**src/rtl/rx_timer.sv**
```systemverilog
// rx_timer: receive-side bit timer. Synchronises the raw line, qualifies the
// start bit, then issues one mid-bit sample strobe per bit of a
// start + 8 data + stop frame. Flags frame completion and a low stop bit.
// Optional build macro RX_RESYNC_EN: line edges seen away from the sample
// point re-centre the bit counter so a drifting transmitter still gets
// sampled near mid-bit.
module rx_timer #(
    parameter int BIT_PERIOD   = 27,
    parameter int SAMPLE_POINT = 13,
    parameter int NUM_BITS     = 10,
    parameter int CNT_WIDTH    = 5
) (
    input  logic       clk,
    input  logic       rst,
    input  logic       serial_in,
    input  logic       clear_timer,
    output logic       sample_strobe,
    output logic       sample_data,
    output logic [3:0] bit_count,
    output logic       packet_done,
    output logic       framing_error,
    output logic       busy
);

    typedef enum logic [1:0] {IDLE, START_CHK, RECEIVE} state_t;

    localparam logic [CNT_WIDTH-1:0] SP_C   = CNT_WIDTH'(SAMPLE_POINT);
    localparam logic [CNT_WIDTH-1:0] LAST_C = CNT_WIDTH'(BIT_PERIOD - 1);
    localparam logic [3:0]           NB_C   = 4'(NUM_BITS);

    state_t               state, state_d;
    logic [CNT_WIDTH-1:0] clk_cnt, cnt_d;
    logic [3:0]           bc_d;
    logic                 strobe_d, data_d, done_d, fe_d, busy_d;
    logic                 sync1, sync, prev;
    logic                 fall;

    assign fall = !sync && prev;

`ifdef RX_RESYNC_EN
    // Edges within +/-2 of the sample point are treated as jitter, not drift.
    localparam logic [CNT_WIDTH-1:0] WIN_LO_C =
        CNT_WIDTH'((SAMPLE_POINT >= 2) ? SAMPLE_POINT - 2 : 0);
    localparam logic [CNT_WIDTH-1:0] WIN_HI_C = CNT_WIDTH'(SAMPLE_POINT + 2);
    logic resync;
    assign resync = (sync != prev) && ((clk_cnt < WIN_LO_C) || (clk_cnt > WIN_HI_C));
`endif

    // Two-flop synchroniser plus previous-value register; all idle high.
    always_ff @(posedge clk or posedge rst) begin
        if (rst) begin
            sync1 <= 1'b1;
            sync  <= 1'b1;
            prev  <= 1'b1;
        end else begin
            sync1 <= serial_in;
            sync  <= sync1;
            prev  <= sync;
        end
    end

    // State, counter and registered outputs.
    always_ff @(posedge clk or posedge rst) begin
        if (rst) begin
            state         <= IDLE;
            clk_cnt       <= '0;
            bit_count     <= '0;
            sample_strobe <= 1'b0;
            sample_data   <= 1'b0;
            packet_done   <= 1'b0;
            framing_error <= 1'b0;
            busy          <= 1'b0;
        end else begin
            state         <= state_d;
            clk_cnt       <= cnt_d;
            bit_count     <= bc_d;
            sample_strobe <= strobe_d;
            sample_data   <= data_d;
            packet_done   <= done_d;
            framing_error <= fe_d;
            busy          <= busy_d;
        end
    end

    // Next-state and next-output logic; clear_timer overrides everything.
    always_comb begin
        state_d  = state;
        cnt_d    = clk_cnt;
        bc_d     = bit_count;
        strobe_d = 1'b0;
        data_d   = sample_data;
        done_d   = 1'b0;
        fe_d     = 1'b0;
        busy_d   = busy;
        case (state)
            IDLE: begin
                if (fall) begin
                    state_d = START_CHK;
                    cnt_d   = '0;
                    bc_d    = '0;
                    busy_d  = 1'b1;
                end
            end
            START_CHK: begin
                // Counter keeps running into RECEIVE so bit 0 timing carries on.
                cnt_d = clk_cnt + 1'b1;
                if (clk_cnt == SP_C) begin
                    if (!sync) begin
                        state_d  = RECEIVE;
                        strobe_d = 1'b1;
                        data_d   = 1'b0;
                        bc_d     = 4'd1;
                    end else begin
                        state_d = IDLE;
                        busy_d  = 1'b0;
                    end
                end
            end
            RECEIVE: begin
                cnt_d = (clk_cnt == LAST_C) ? '0 : clk_cnt + 1'b1;
`ifdef RX_RESYNC_EN
                if (resync) cnt_d = '0;
`endif
                if (packet_done) begin
                    state_d = IDLE;
                    cnt_d   = '0;
                    busy_d  = 1'b0;
                end else if (clk_cnt == SP_C) begin
                    strobe_d = 1'b1;
                    data_d   = sync;
                    bc_d     = bit_count + 1'b1;
                    if (bit_count + 1'b1 == NB_C) begin
                        done_d = 1'b1;
                        fe_d   = !sync;
                    end
                end
            end
            default: state_d = IDLE;
        endcase
        if (clear_timer) begin
            state_d  = IDLE;
            cnt_d    = '0;
            bc_d     = '0;
            busy_d   = 1'b0;
            strobe_d = 1'b0;
            done_d   = 1'b0;
            fe_d     = 1'b0;
        end
    end

endmodule

```
**config.mk**
```make
export PLATFORM = sky130hd
export DESIGN_NAME = rx_timer
export DESIGN_NICKNAME = d
export VERILOG_FILES = /design/src/rtl/rx_timer.sv
export SDC_FILE = /design/constraint.sdc
export NUM_CORES = 1
export LEC_CHECK = 0
export CORE_MARGIN = 2
export CORE_UTILIZATION = 49
export DETAILED_ROUTE_END_ITERATION = 10
export PLACE_DENSITY = 0.74
export SYNTH_ARGS = -nofsm -noshare
export SYNTH_HDL_FRONTEND = slang
export SYNTH_SLANG_ARGS = --single-unit
```
**constraint.sdc**
```tcl
create_clock -name clk -period 1.8 [get_ports clk]
set_input_delay 0.18 -clock clk [delete_from_list [all_inputs] [get_ports clk]]
set_output_delay 0.18 -clock clk [all_outputs]
set_load 0.05 [all_outputs]
```
======== Word level (Yosys, flattened, before mapping) ========
Index checks and enable logic that the tools add are counted.
storage, ports and cells
  output and inout bits ................... 9
  input port bits ......................... 4
  word-level logic and storage cells ...... 84
  bits in registers ....................... 19
cells by class
  add/subtract/negate cells ............... 2
  reductions and logical operators ........ 10
  multiplexer cells ....................... 45
  equal/unequal tests ..................... 16
operator list
  cell                                                                    number
  1-bit 2-to-1 mux                                                        24
  4-bit 2-to-1 mux                                                        6
  3-bit inequality test (second input constant)                           7
  5-bit 2-to-1 mux                                                        4
  5-bit case mux with 3 select lines                                      1
  4-bit case mux with 3 select lines                                      1
  2-bit 2-to-1 mux                                                        5
  5-bit AND reduction                                                     2
  2-bit inequality test (second input constant)                           4
  2-bit case mux with 3 select lines                                      1
  6-bit AND reduction                                                     1
  5-bit by 1-bit adder with 5-bit output (second input constant)          1
  5-bit by 4-bit equality test with 1-bit output (second input constant)  1
  5-bit equality test (second input constant)                             1
  4-bit by 1-bit adder with 4-bit output (second input constant)          1
  4-bit equality test (second input constant)                             1
  1-bit case mux with 2 select lines                                      2
  4-bit nonzero test                                                      1
  1-bit case mux with 3 select lines                                      1
  3-bit AND reduction                                                     1
  2-bit by 1-bit equality test with 1-bit output (second input constant)  1
  2-bit equality test (second input constant)                             1
  2-bit logical NOT                                                       1
  2-bit AND reduction                                                     1
  3 further kinds                                                         3

======== Longest topological paths before layout ========
Gate-level depths: netlist of the first run.
  depth after elaboration ................. 7
  gate-level depth with buffers ........... 8

======== Worst setup path before layout of the first run ========
Ideal clock, no wire load.
  kind .................................... register to register
  from .................................... register clk_cnt[1]
  to ...................................... register bit_count[2]
  data arrival time ....................... 1620 ps
  slack ................................... 102 ps
  stages on the path, launching flop included .. 8
  path buffers ............................ 0
  setup time .............................. 78 ps
  cell sequence ........................... dfrtp_1 > inv_1 > ha_1 > nand4b_2 > o21ai_1 > nand2_1 > or4_1 > a21oi_1
on the way
  word-level cells in the longest chain between the ends .. 3
ends and longest elaborated chain
  what                                                line      text
  from (decl)                                         32        logic [CNT_WIDTH-1:0] clk_cnt, cnt_d;
  from (signal assigned)                              75        clk_cnt <= cnt_d;
  5-bit by 4-bit equality test with 1-bit output (*)  107, 128
  3-bit inequality test (no source line)              -
  6-bit AND reduction (no source line) (*)            -
  to (signal assigned)                                67        bit_count <= '0;
  to (signal assigned)                                76        bit_count <= bc_d;
  to (decl)                                           19        output logic [3:0] bit_count,
Every way passes the cells marked *; elsewhere a longest branch is shown, timed or not.
A chain may end at the register's enable or synchronous reset.

======== Worst setup path in the final report of the first run ========
  from .................................... register state[0]
  to ...................................... register bit_count[2]
on the way
  word-level cells in the longest chain between the ends .. 3
ends and longest elaborated chain
  what                                                                             line  text
  from (decl)                                                                      31    state_t state, state_d;
  from (signal assigned)                                                           74    state <= state_d;
  2-bit by 1-bit equality test with 1-bit output, or another cell as far along     95    case (state)
  3-bit inequality test (no source line), or another cell as far along             -
  6-bit AND reduction (no source line) / 4-bit 2-to-1 mux (equally long branches)  -
Parallel ways exist; a longest one is shown, timed or not.

==> impl_metrics.py, run 1 <==
metrics = {
    "critical_path": {
        "cpMaxStageDelayCell": "or4_4",
        "path_class": "register to register",
        "cp.arrival_ps": 1980,
        "worstPathCellList": "inv_1, ha_1, mux2i_4, buf_4, or4_4, a21oi_2",
        "r2r_slack_ps": 50,
        "crit_fanout": 4,
        "cp_num_buf_inv": 2,
        "cp-start-kind": "register",
        "max_stage_delay_ps": 470,
        "end_kind": "register",
        "cp_top_family": "simple AND/OR/NAND/NOR gates",
        "crit_required_ps": 2030,
    },
    "synthesis": {
        "syn_area_um2": 1120,
        "synth_fp_nets": 133,
        "ys_warn_count": 0,
        "synth_edf_count": 0,
        "synth-seq-cells": 19,
        "synth.most_common_cell": "dfrtp_1",
        "synth_area_leaders": "dfrtp_1, ha_1, dfstp_2",
        "synth_cell_types": 33,
        "synth_top_flop_cell": "dfrtp_1",
        "yosys.area.top_type": "dfrtp_1",
        "yosys-top-cells-count": "dfrtp_1, nand2_1, a21oi_1",
        "synth-async-reset-ratio_pct": 100,
        "postSynthCellCount": 120,
        "synth.avg_cell_area_um2": 9.32,
        "yosysSeqAreaShare_pct": 42.8,
        "yosys.area.top_type_share_pct": 35.8,
    },
    "sta": {
        "hold_slack_ps": 185,
        "grt_setup_unrepaired": "true",
        "setup_viol": 0,
        "timing.final.hold_violations": 0,
        "tightest_slew_ps": 503,
        "slew_headroom_pct": 66.4,
        "fin_crit_ps": 1750,
        "fin_crit_sh_pct": 97.1,
        "skew_ps": 11.3,
        "drv_slew": 0,
        "fmax_ghz": 0.572,
    },
    "finish": {
        "area_delta_synth_final_pct": 28.1,
        "n_antenna_cell": 0,
        "finalInstanceArea_um2": 1430,
        "final_net_count": 160,
        "drive_gt1_share_pct": 17.8,
        "finalNonFillerCells": 174,
    },
    "floorplanning": {
        "rows": 17,
        "die_height_um": 51.8,
        "core_area_um2": 2190,
        "start_util_pct": 51.1,
        "die_w_um": 51.8,
        "die_area_um2": 2680,
        "pin_count": 13,
    },
    "power": {
        "p_per_area_nw_per_um2": 795,
        "vdd.ir_drop.worst_v": 0.000636,
        "p_seq_share_pct": 41.6,
        "p_leak_uw": 0.000686,
        "pwr-share-comb_pct": 39.5,
        "switching_share_pct": 35.2,
        "switching_power_uw": 400,
        "power.internal_uw": 738,
        "clkPwrFrac_pct": 18.8,
    },
    "global_route": {
        "globalRouteMet3Util_pct": 3.45,
        "grt_max_degree": 20,
        "grt-busiest-layer": "met2",
        "grt_overflow": 0,
        "grt_pass1_wl_mm": 3.91,
        "grt_use_total_pct": 19.8,
        "grt_use_met2_pct": 33.1,
        "antenna_found_initial": 0,
        "use_met1_pct": 25.3,
        "grt_pass1_vias": 883,
    },
    "placed_design": {
        "numPortBuffers": 12,
        "place_area_um2": 1340,
        "placedCellCount": 168,
        "globalplace.congestion": 0.919,
        "dp_hpwl_mm": 1.73,
    },
    "detailed_routing": {
        "drt-initial-drc-count": 20,
        "wl_per_cell_um": 13.3,
        "dr.pass1.iters": 4,
        "ant_nets": 0,
        "num_vias": 944,
        "wl_mm": 2.31,
        "vias_per_cell": 5.43,
        "drc": 0,
    },
    "cts": {
        "postCtsHoldBufs": 0,
        "cts_root_buffer": "clkbuf_4",
        "htree_levels": 1,
        "clock_path_buffers": 2,
        "numCtsBuffers": 3,
        "clk_pin_slew_ps": 110,
        "cts_tree": "yes",
        "cts_sinks": 19,
        "clk_latency_ps": 290,
    },
    "status": {
        "status": "complete, no violations",
    },
    "hold_path": {
        "hp-class": "input pin to asynchronous set/reset pin",
    },
    "run": {
        "maxCapViolCount": 0,
    },
}
cells in the final DEF (no fill, tap or decap), types with 5 or more instances in the layout:
| cell | netlist | layout |
|---|---|---|
| clkdlybuf4s50_1 | 0 | 9 |
| nor2b_1 | 5 | 5 |
| dfrtp_1 | 16 | 16 |
| nand3_1 | 5 | 5 |
| ha_1 | 9 | 6 |
| nand2_1 | 12 | 12 |
| inv_1 | 8 | 8 |
| buf_4 | 0 | 12 |
| o21ai_0 | 5 | 5 |
| nand2b_1 | 5 | 5 |
| a21oi_1 | 10 | 9 |
| nor2_1 | 8 | 8 |
final cells by class:
cell class	count	area, µm²
fillers	170	758
multi-input cells	90	633
flip-flops and latches	19	479
repair buffers	25	229
well taps	28	35.0
inverters	8	30.0
clock buffers	4	26.3
flip-flops by register name, indices dropped and copies added (netlist names):
register,flops
busy,1
sync,1
clk_cnt,5
sync1,1
prev,1
packet_done,1
bit_count,4
sample_strobe,1
framing_error,1
state,2
sample_data,1
repair_timing:
item | CTS | global route
setup endpoints to repair | 0 | 10
setup buffers | 0 | 2
gates resized for setup | 0 | 12
per-layer routing:
layer / part of all wire (%) / wire, µm
met1: 46 / 1060
met2: 49 / 1130
met3: 3.3 / 76
met4: 1.9 / 43
met5: 0 / 0
final timing paths:
kind                                           start                        to  cells past startpoint
worst min-delay path                             rst    clk_cnt[4]$_DFFE_PP0P_                      3
max in group asynchronous                        rst            prev$_DFF_PP1_                      3
worst max register to register  state[0]$_DFFE_PP0P_  bit_count[2]$_DFFE_PP0P_                      6
worst min register to register       sync1$_DFF_PP1_            sync$_DFF_PP1_                      0
worst max-delay path            state[0]$_DFFE_PP0P_  bit_count[2]$_DFFE_PP0P_                      6
min in group clk                           serial_in           sync1$_DFF_PP1_                      1
power groups by stage:
stage	combinational, µW	clock, µW	sequential, µW
floorplan	222	0	525
detailed placement	390	0	483
global route	488	244	479
finish	450	214	474
global placement	377	0	482
CTS	391	226	475
worst register-to-register path, stage by stage (launching register included):
cell	delay (ps)
dfrtp_1	380
inv_1	100
ha_1	370
mux2i_4	100
buf_4	150
or4_4	470
a21oi_2	130
through the flow:
step                      power [µW]  util [%]  worst slack, ps  TNS (ps)
after floorplan                  747         -              102         0
after global placement           859      61.3             74.7         0
after detailed placement         873      61.3             73.3         0
after CTS                       1090      62.5             1.70         0
after global routing            1210      65.4            -41.4     -49.8
final                           1140      65.4             51.5         0
cell families (layout without fill, tap and decap cells):
kind of cell,after synthesis,in the layout,share of synthesized area (%)
adder cells (fa/ha/maj),9,9,10.1
buffers and inverters,11,37,3.80
XOR/XNOR,2,2,1.57
AO/OA/AOI/OAI,26,26,14.2
multiplexers,3,3,2.68
flip-flops,19,19,42.8
AND/OR/NAND/NOR,50,50,24.8
No activity file was read; power rests on OpenSTA's default activity.
==> run 2: changes to the inputs <==
--- a/config.mk
+++ b/config.mk
@@ -9,6 +9,7 @@
 export CORE_UTILIZATION = 49
 export DETAILED_ROUTE_END_ITERATION = 10
 export PLACE_DENSITY = 0.74
+export SLEW_MARGIN = 30
 export SYNTH_ARGS = -nofsm -noshare
 export SYNTH_HDL_FRONTEND = slang
 export SYNTH_SLANG_ARGS = --single-unit
==> results of run 2 <==
No change in the layout: final DEF, timing and power equal those of run 1.
